**config.mk**
```make
export PLATFORM = sky130hd
export DESIGN_NAME = result_collector
export DESIGN_NICKNAME = d
export VERILOG_FILES = /design/src/rtl/result_collector_pkg.sv /design/src/rtl/result_fifo.sv /design/src/rtl/result_collector.sv
export SDC_FILE = /design/constraint.sdc
export NUM_CORES = 1
export LEC_CHECK = 0
export ABC_AREA = 1
export BUFFER_PORTS_ARGS = -buffer_cell sky130_fd_sc_hd__buf_2
export CAP_MARGIN = 20
export CORE_AREA = 2 2 227 453
export CTS_CLUSTER_SIZE = 24
export DETAILED_ROUTE_END_ITERATION = 7
export DIE_AREA = 0 0 229 455
export PLACE_DENSITY_LB_ADDON = 0.08
export SYNTH_ARGS = -nofsm -noshare
export SYNTH_HDL_FRONTEND = slang
export SYNTH_SLANG_ARGS = --single-unit
```
**constraint.sdc**
```tcl
create_clock -name clk -period 16.9 [get_ports clk]
set_input_delay 3.38 -clock clk [delete_from_list [all_inputs] [get_ports clk]]
set_output_delay 3.38 -clock clk [all_outputs]
set_load 0.01 [all_outputs]
```
**src/rtl/result_collector_pkg.sv**
```systemverilog
// Shared miner types for the result collector: hash/nonce widths and the packed result record.
package result_collector_pkg;

  localparam int unsigned HASH_W  = 256;
  localparam int unsigned NONCE_W = 32;
  localparam int unsigned STAT_W  = 32;
  localparam int unsigned DROP_W  = 16;

  typedef struct packed {
    logic [HASH_W-1:0]  hash;
    logic [NONCE_W-1:0] nonce;
  } result_t;

endpackage

```
**src/rtl/result_fifo.sv**
```systemverilog
// Show-ahead result FIFO; owns the pointers, occupancy count and full/empty flags.
// A push while full is accepted only when a pop happens on the same edge.
module result_fifo
  import result_collector_pkg::*;
#(
  parameter int unsigned DEPTH = 4
) (
  input  logic                         clk,
  input  logic                         rst_n,
  input  logic                         clear,
  input  logic                         push,
  input  logic                         pop,
  input  result_t                      wdata,
  output result_t                      rdata,
  output logic [$clog2(DEPTH+1)-1:0]   count,
  output logic                         full,
  output logic                         empty
);

  localparam int unsigned PTR_W = $clog2(DEPTH);
  localparam int unsigned CNT_W = $clog2(DEPTH+1);
  localparam logic [CNT_W-1:0] DEPTH_C = CNT_W'(DEPTH);

  result_t             mem_q [DEPTH];
  logic [PTR_W-1:0]    rd_ptr_q, rd_ptr_d;
  logic [PTR_W-1:0]    wr_ptr_q, wr_ptr_d;
  logic [CNT_W-1:0]    count_q, count_d;
  logic                do_push, do_pop;

  assign full    = (count_q == DEPTH_C);
  assign empty   = (count_q == '0);
  assign do_push = push & (~full | pop);
  assign do_pop  = pop & ~empty;

  always_comb begin
    rd_ptr_d = rd_ptr_q;
    wr_ptr_d = wr_ptr_q;
    count_d  = count_q;
    if (clear) begin
      rd_ptr_d = '0;
      wr_ptr_d = '0;
      count_d  = '0;
    end else begin
      // Power-of-two depth lets the pointers wrap by plain overflow.
      if (do_push) wr_ptr_d = wr_ptr_q + 1'b1;
      if (do_pop)  rd_ptr_d = rd_ptr_q + 1'b1;
      case ({do_push, do_pop})
        2'b10:   count_d = count_q + 1'b1;
        2'b01:   count_d = count_q - 1'b1;
        default: count_d = count_q;
      endcase
    end
  end

  always_ff @(posedge clk) begin
    if (!rst_n) begin
      rd_ptr_q <= '0;
      wr_ptr_q <= '0;
      count_q  <= '0;
    end else begin
      rd_ptr_q <= rd_ptr_d;
      wr_ptr_q <= wr_ptr_d;
      count_q  <= count_d;
    end
  end

  always_ff @(posedge clk) begin
    if (rst_n && !clear && do_push) mem_q[wr_ptr_q] <= wdata;
  end

  assign rdata = empty ? '0 : mem_q[rd_ptr_q];
  assign count = count_q;

endmodule

```
**src/rtl/result_collector.sv**
```systemverilog
// Collects successful supervisor completions into a result FIFO with a sticky overflow flag.
// Optional statistics counters are enabled by defining RESULT_COLLECTOR_STATS_EN.
module result_collector
  import result_collector_pkg::*;
#(
  parameter int unsigned DEPTH = 4
) (
  input  logic                       clk,
  input  logic                       reset,
  input  logic                       clear,
  input  logic                       process_complete,
  input  logic                       success,
  input  logic [HASH_W-1:0]          hash_out,
  input  logic [NONCE_W-1:0]         nonce_out,
  output logic                       res_valid,
  input  logic                       res_ready,
  output logic [HASH_W-1:0]          res_hash,
  output logic [NONCE_W-1:0]         res_nonce,
  output logic [$clog2(DEPTH+1)-1:0] count,
  output logic                       overflow
`ifdef RESULT_COLLECTOR_STATS_EN
  ,
  output logic [STAT_W-1:0]          jobs_done,
  output logic [STAT_W-1:0]          shares_found,
  output logic [DROP_W-1:0]          drops
`endif
);

  logic    pc_q;
  logic    arm_q;
  logic    ovf_q, ovf_d;
  logic    evt, push, pop, drop;
  logic    fifo_full, fifo_empty;
  result_t wdata, rdata;

  // arm_q blocks the first edge after reset release, so a level that is
  // already high when reset lifts is treated as held rather than as a new edge.
  assign evt  = arm_q & process_complete & ~pc_q;
  assign push = evt & success & ~clear;
  assign pop  = res_valid & res_ready & ~clear;
  assign drop = push & fifo_full & ~pop;

  assign wdata.hash  = hash_out;
  assign wdata.nonce = nonce_out;

  always_comb begin
    ovf_d = ovf_q;
    if (clear)     ovf_d = 1'b0;
    else if (drop) ovf_d = 1'b1;
  end

  always_ff @(posedge clk) begin
    if (!reset) begin
      pc_q  <= 1'b0;
      arm_q <= 1'b0;
      ovf_q <= 1'b0;
    end else begin
      pc_q  <= process_complete;
      arm_q <= 1'b1;
      ovf_q <= ovf_d;
    end
  end

  result_fifo #(.DEPTH(DEPTH)) u_fifo (
    .clk   (clk),
    .rst_n (reset),
    .clear (clear),
    .push  (push),
    .pop   (pop),
    .wdata (wdata),
    .rdata (rdata),
    .count (count),
    .full  (fifo_full),
    .empty (fifo_empty)
  );

  assign res_valid = ~fifo_empty;
  assign res_hash  = rdata.hash;
  assign res_nonce = rdata.nonce;
  assign overflow  = ovf_q;

`ifdef RESULT_COLLECTOR_STATS_EN
  logic [STAT_W-1:0] jobs_q, jobs_d;
  logic [STAT_W-1:0] shares_q, shares_d;
  logic [DROP_W-1:0] drops_q, drops_d;

  always_comb begin
    jobs_d   = jobs_q;
    shares_d = shares_q;
    drops_d  = drops_q;
    if (clear) begin
      jobs_d   = '0;
      shares_d = '0;
      drops_d  = '0;
    end else begin
      if (evt)                     jobs_d   = jobs_q + 1'b1;
      if (evt && success)          shares_d = shares_q + 1'b1;
      if (drop && (drops_q != '1)) drops_d  = drops_q + 1'b1;
    end
  end

  always_ff @(posedge clk) begin
    if (!reset) begin
      jobs_q   <= '0;
      shares_q <= '0;
      drops_q  <= '0;
    end else begin
      jobs_q   <= jobs_d;
      shares_q <= shares_d;
      drops_q  <= drops_d;
    end
  end

  assign jobs_done    = jobs_q;
  assign shares_found = shares_q;
  assign drops        = drops_q;
`endif

endmodule

```
==> metrics.cfg, run 1 <==
[layout]
finish.net_count = 4280
fillCellCount = 8652
area_growth_pct = 16.06
final_cell_area_sq_mm = 0.05220
multi_input_area_sq_mm = 0.008959
fin_util_pct = 51.82
drive_above_1_share_pct = 19.11
seq_area_sq_mm = 0.03484

[yosys]
syn_area_sq_mm = 0.04498
synth-seq-cells = 1164
ys_warn_count = 0
syn-num-nets = 3774
syn_avg_cell_area_sq_um = 12.95
post-synth-top-area-cell = edfxtp_1
synth_cell_types = 23
yosysTopAreaCellShare_pct = 76.91
ys_seq_area_share_pct = 77.44
synth_area_leaders = edfxtp_1 77%, nor2_1 9.7%, o21ai_1 5.2%, a21oi_1 3.3%, buf_2 1.3%
syn_inst = 3474

[worst_setup_path]
slowest_delay_ps = 840
cp.required_ps = 13520
crit_chain = nor2_1, nand2_2, inv_8, buf_4, buf_4, a21oi_1, buf_2
crit_family = buffers and inverters
r2r-start = arm_q$_DFF_P_
r2r_cells = 7
crit_path_top_delay_cell = buf_4
critPathCaptureType = output pin
critPathMostFrequentCell = buf_4
path_buf_inv = 4
cp.arrival_ps = 4100
worstPathMaxFanout = 86
crit_type = reg2out
start_kind = register
r2r_slack_ps = 12750
rr_endpoint = u_fifo.mem_q[2][191]$_DFFE_PP_

[drt]
via_per_inst = 5.247
totalWireLength_um = 117200
wl_per_cell_um = 21.67
initialDrtViolationCount = 1971
ant_nets = 0
via_count = 28375
drc = 0
first_pass_iters = 5

[timing]
worstMarginPinSlew_ps = 1256
finalMaxSlewViolations = 0
fin_crit_sh_pct = 44.25
fin_ws_ps = 9422
finalCriticalPeriod_ps = 7478
fin_tns_setup_ps = 0
fmax_mhz = 133.7
setup_viol = 0
finalHoldViolations = 0
skew_ps = 20.63
whs_ps = 458.8
relSlewSlack_pct = 16.23
rsz0062_at_grt = no

[grt]
grt_pass1_wl_um = 172200
grt_usage_pct = 21.86
grt_pass1_vias = 27295
antenna_found_initial = 54
overflow = 0
grt_max_degree = 228

[pwr]
max-vdd-ir-drop_v = 0.0001069
p_switching_mw = 1.099
p_per_area_mw_per_mm2 = 107.9
leakagePower_nw = 18.64
seqPwrFrac_pct = 56.3
swShare_pct = 19.51
pwr-share-clk_pct = 41.6
internal-power_mw = 4.535
power.share.combinational_pct = 2.1

[floorplanning]
dieWidth_um = 229
pin_count = 587
core_area_sq_mm = 0.1007
initial_core_util_pct = 44.65
die_y_um = 455
rows = 165
die_area_sq_mm = 0.1042

[cts]
clock_path_buffers = 3
htree_levels = 3
hold_buffers = 0
cts_made_buffers = 101
cts_tree = done
cts_setup_buffers = 0
insertion_delay_ps = 700
clk_pin_slew_worst_paths_ps = 60
ctsResizeCount = 0
cts_root_buf = clkbuf_16
clkSinkCount = 1164

[status]
status = complete, no violations

[placement]
place_congestion = 0.7852
place_hpwl_um = 66250
placed_area_sq_mm = 0.04886
post-place-ws_ps = 9439
portBuffers = 586

[hold_path]
min_to = overflow$_SDFFE_PP0P_
hold_depth = 2
min_from = overflow$_SDFFE_PP0P_
hold_path_class = reg2reg

[run]
drv_cap = 0

[cell families (layout without fill, tap and decap cells)]
group                      after synthesis  count (layout)  share of synthesized area [%]
other                                    0              12                              0
DFF                                   1164            1164                          77.44
AOI/OAI and AO/OA                      876             876                          9.753
buffers and inverters                  245             831                          2.707
and+or+nand+nor                       1183            1183                          9.914
adders and majority gates                6               6                         0.1836
[worst register-to-register path: cells and delay by family (launching register included)]
family / cells / cell delay (ps)
DFF: 1 / 310
and+or+nand+nor: 4 / 1020
buffers and inverters: 3 / 2410
[synthesized netlist by cell type, drive strengths merged]
master / number
ha: 5
clkbuf: 71
o21ai: 580
buf: 150
inv: 23
a21oi: 295
nor3: 2
o211ai: 1
nor2: 1162
fa: 1
edfxtp: 1152
dfxtp: 12
nand2: 12
nand3: 7
clkinv: 1
[power groups by stage]
stage | combinational, mW | clock [mW] | sequential (mW)
3_3_place_gp | 0.115 | 0 | 3.24
5_1_grt | 0.130 | 2.49 | 3.17
6_report | 0.117 | 2.34 | 3.17
2_1_floorplan | 0.0336 | 0 | 3.24
3_5_place_dp | 0.119 | 0 | 3.24
4_1_cts | 0.119 | 2.39 | 3.17
[how the worst max path moves through the flow]
stage               depth (start not counted)                              to                         start
finish                                      7                   res_hash[249]  u_fifo.count[1]$_SDFFE_PP0P_
global route                                7                   res_hash[246]  u_fifo.count[0]$_SDFFE_PP0P_
CTS                                         7                   res_hash[249]  u_fifo.count[0]$_SDFFE_PP0P_
detailed placement                          9  u_fifo.mem_q[2][179]$_DFFE_PP_                         clear
global placement                            9  u_fifo.mem_q[2][179]$_DFFE_PP_                         clear
floorplan                                   5    u_fifo.mem_q[0][0]$_DFFE_PP_                         clear
[stage by stage]
stage | total power [mW] | std cells
2_1_floorplan | 3.275 | 3474
3_3_place_gp | 3.353 | 5213
3_5_place_dp | 3.356 | 5213
4_1_cts | 5.685 | 5396
5_1_grt | 5.793 | 5400
6_report | 5.635 | 5408
[flip-flops by register name (all words and copies together), names as in the netlist, named ones only]
| name | flops |
|---|---|
| u_fifo.rd_ptr_q | 2 |
| pc_q | 1 |
| arm_q | 1 |
| u_fifo.wr_ptr_q | 2 |
| u_fifo.count | 3 |
| u_fifo.mem_q | 1152 |
| overflow | 1 |
[layout make-up]
type / count / area share [%]
well taps: 1336 / 3.202
clock inverters: 61 / 1.230
diodes: 12 / 0.05752
clock buffers: 122 / 5.115
inverters: 24 / 0.2325
flip-flops and latches: 1164 / 66.74
multi-input cells: 2065 / 17.16
repair buffers: 624 / 6.260
[placed cells by master (no fill, tap or decap), types with 2 or more instances in the layout]
cell type	synthesis	final
o21ai_1	463	463
buf_12	0	4
nor2_4	0	4
ha_1	5	5
dfxtp_4	0	2
clkinv_4	0	3
clkinvlp_4	0	3
nand2_1	11	11
clkinv_2	1	14
nand3_1	7	7
clkinv_1	0	24
buf_2	119	586
o21ai_0	117	117
clkbuf_1	19	18
diode_2	0	12
dfxtp_1	12	10
inv_8	0	2
buf_4	20	34
inv_1	21	21
nor2_1	1162	1158
edfxtp_1	1152	1152
clkbuf_16	0	104
a21oi_1	295	295
bufinv_16	0	13
inv_6	0	3
[metal layers]
| layer | part of all wire [%] | GRT usage, % | vias up |
|---|---|---|---|
| met5 | 0.46 | 0 | - |
| li1 | - | - | 13380 |
| met2 | 46 | 34.21 | 832 |
| met3 | 8.7 | 7.062 | 204 |
| met4 | 2.0 | 6.544 | 86 |
| met1 | 43 | 29.27 | 13873 |
(Power assumes the default switching activity.)
==> run 2, diff against run 1 <==
==> constraint.sdc (replaced) <==
create_clock -name clk -period 7.1 [get_ports clk]
set_input_delay 1.42 -clock clk [delete_from_list [all_inputs] [get_ports clk]]
set_output_delay 1.42 -clock clk [all_outputs]
set_load 0.01 [all_outputs]
==> run 2 against run 1 <==
Via count up 0.13%. Worst setup slack got worse by 7500 ps. Combinational power rose by 140%. Sequential share of layout area decreased by 0.23 points.
==> metrics.cfg, run 2 (synthesized netlist as in run 1, its figures left out) <==
[cts]
htree_levels = 3  ; unchanged
ctsResizeCount = 0  ; unchanged
clk_pin_slew_worst_paths_ps = 60  ; about the same
insertion_delay_ps = 690  ; about the same
cts_root_buf = clkbuf_16
clock_path_buffers = 3  ; unchanged
clkSinkCount = 1164  ; unchanged
cts_tree = done
cts_setup_buffers = 0  ; unchanged
hold_buffers = 0  ; unchanged
cts_made_buffers = 103  ; +2.0%

[placement]
place_hpwl_um = 63420  ; -4.3%
portBuffers = 586  ; unchanged
place_congestion = 0.7533  ; -4.1%
post-place-ws_ps = 2615  ; -6825 ps

[drt]
totalWireLength_um = 114600  ; -2.2%
first_pass_iters = 4  ; -1
via_per_inst = 5.252  ; about the same
ant_nets = 0  ; unchanged
initialDrtViolationCount = 1687  ; -14%
via_count = 28411  ; +0.13%
wl_per_cell_um = 21.18  ; -2.3%
drc = 0  ; unchanged

[worst_setup_path]
rr_endpoint = u_fifo.mem_q[0][125]$_DFFE_PP_
slowest_delay_ps = 800  ; -40 ps
crit_chain = buf_4, buf_4, nor2_1, nor2_1, o21ai_1, a21oi_1, buf_2
r2r_slack_ps = 4010  ; -8740 ps
cp.required_ps = 5680  ; -7840 ps
r2r_cells = 5  ; -2
crit_type = reg2out
crit_path_top_delay_cell = dfxtp_4
start_kind = register
critPathCaptureType = output pin
cp.arrival_ps = 3800  ; -300 ps
r2r-start = u_fifo.count[1]$_SDFFE_PP0P_
worstPathMaxFanout = 84  ; -2.3%

[hold_path]
min_from = overflow$_SDFFE_PP0P_
min_to = overflow$_SDFFE_PP0P_
hold_depth = 2  ; unchanged
hold_path_class = reg2reg

[floorplanning]
die_y_um = 455  ; unchanged
pin_count = 587  ; unchanged
core_area_sq_mm = 0.1007  ; unchanged
die_area_sq_mm = 0.1042  ; unchanged
rows = 165  ; unchanged
initial_core_util_pct = 44.65  ; unchanged
dieWidth_um = 229  ; unchanged

[timing]
finalHoldViolations = 0  ; unchanged
finalMaxSlewViolations = 0  ; unchanged
setup_viol = 0  ; unchanged
skew_ps = 12.54  ; -8.088 ps
relSlewSlack_pct = 24.51  ; +8.3 points
worstMarginPinSlew_ps = 1132  ; -124.1 ps
fin_tns_setup_ps = 0  ; unchanged
fin_crit_sh_pct = 73.48
fmax_mhz = 191.7
fin_ws_ps = 1883  ; -7539 ps
finalCriticalPeriod_ps = 5217
rsz0062_at_grt = no

[pwr]
p_switching_mw = 2.628  ; +140%
internal-power_mw = 10.82  ; +140%
max-vdd-ir-drop_v = 0.0002969  ; +180%
leakagePower_nw = 18.67  ; +0.14%
swShare_pct = 19.54  ; +0.026 points
p_per_area_mw_per_mm2 = 256.8  ; +140%
power.share.combinational_pct = 2.1  ; about the same
pwr-share-clk_pct = 41.8  ; +0.2 points
seqPwrFrac_pct = 56.2  ; about the same

[grt]
grt_use_met1_pct = 27.55  ; -1.7 points
use_met3_pct = 8.106  ; +1.0 points
grt_max_degree = 281  ; +23%
grt_pass1_vias = 27306  ; +0.040%
top_usage_layer = met2
grt_pass1_wl_um = 169200  ; -1.7%
antenna_found_initial = 54  ; unchanged
grt_usage_pct = 21.46  ; -0.40 points
overflow = 0  ; unchanged
grt_use_met2_pct = 34.15  ; -0.062 points

[layout]
largest_reg_flops = 1152  ; unchanged
seq_area_sq_mm = 0.03484  ; unchanged
fillCellCount = 8742  ; +1.0%
drive_above_1_share_pct = 19.02  ; -0.094 points
area_growth_pct = 16.46
final_common_cell = nor2_1
multi_input_area_sq_mm = 0.008959  ; unchanged
max_flop_register = u_fifo.mem_q
finish.net_count = 4273  ; -0.16%
layout_common_cells = 1158 x nor2_1, 1152 x edfxtp_1, 586 x buf_2

[run]
drv_cap = 0  ; unchanged

[status]
status = complete, no violations

## run 2: final cells by class
type | count | share of cell area [%]
diodes | 15 | 0.07165
clock buffers | 129 | 5.147
clock inverters | 62 | 1.280
inverters | 24 | 0.2317
multi-input cells | 2065 | 17.10
flip-flops and latches | 1164 | 66.51
well taps | 1336 | 3.191
repair buffers | 615 | 6.468
## run 2: worst max-delay path: cells and delay by family, from the launching register on
family,cells,cell delay [ps]
AO/OA/AOI/OAI,2,420
buffers and inverters,3,1540
flip-flops,1,800
AND/OR/NAND/NOR,2,230
## run 2: worst max-delay path by stage
| stage | from | to | slack, ps | cells past startpoint |
|---|---|---|---|---|
| global route | register | res_hash[69] | 1690 | 7 |
| finish | register | res_hash[69] | 1880 | 7 |
| CTS | register | res_hash[69] | 1850 | 7 |
| floorplan | clear | u_fifo.mem_q[0][0]$_DFFE_PP_ | -2980 | 5 |
| global placement | register | res_hash[67] | 2610 | 7 |
| detailed placement | register | res_hash[69] | 2610 | 7 |
## run 2: power groups by stage
| stage | registers [mW] | logic (mW) | clock network [mW] |
|---|---|---|---|
| global route | 7.55 | 0.308 | 5.99 |
| finish | 7.56 | 0.278 | 5.62 |
| detailed placement | 7.71 | 0.281 | 0 |
| CTS | 7.56 | 0.282 | 5.75 |
| floorplan | 7.71 | 0.0801 | 0 |
| global placement | 7.71 | 0.274 | 0 |
## run 2: metrics by stage
stage | hold WS, ps | cell area (sq um) | std cells | utilization (%) | total power, mW
after floorplan | 464.5 | 44990 | 3474 | - | 7.792
final | 456.2 | 52390 | 5410 | 52.00 | 13.45
after detailed placement | 445.7 | 48980 | 5204 | 48.62 | 7.987
after global placement | 438.8 | 48980 | 5204 | 48.62 | 7.980
after global routing | 498.3 | 52370 | 5403 | 51.98 | 13.85
after CTS | 458.0 | 52350 | 5395 | 51.96 | 13.59
## run 2: metal layers
metal / routed length, um / share of wire (%) / vias up
li1: - / - / 13363
met1: 46690 / 41 / 13936
met2: 54060 / 47 / 835
met3: 11010 / 9.6 / 201
met4: 2351 / 2.1 / 76
met5: 483 / 0.42 / -
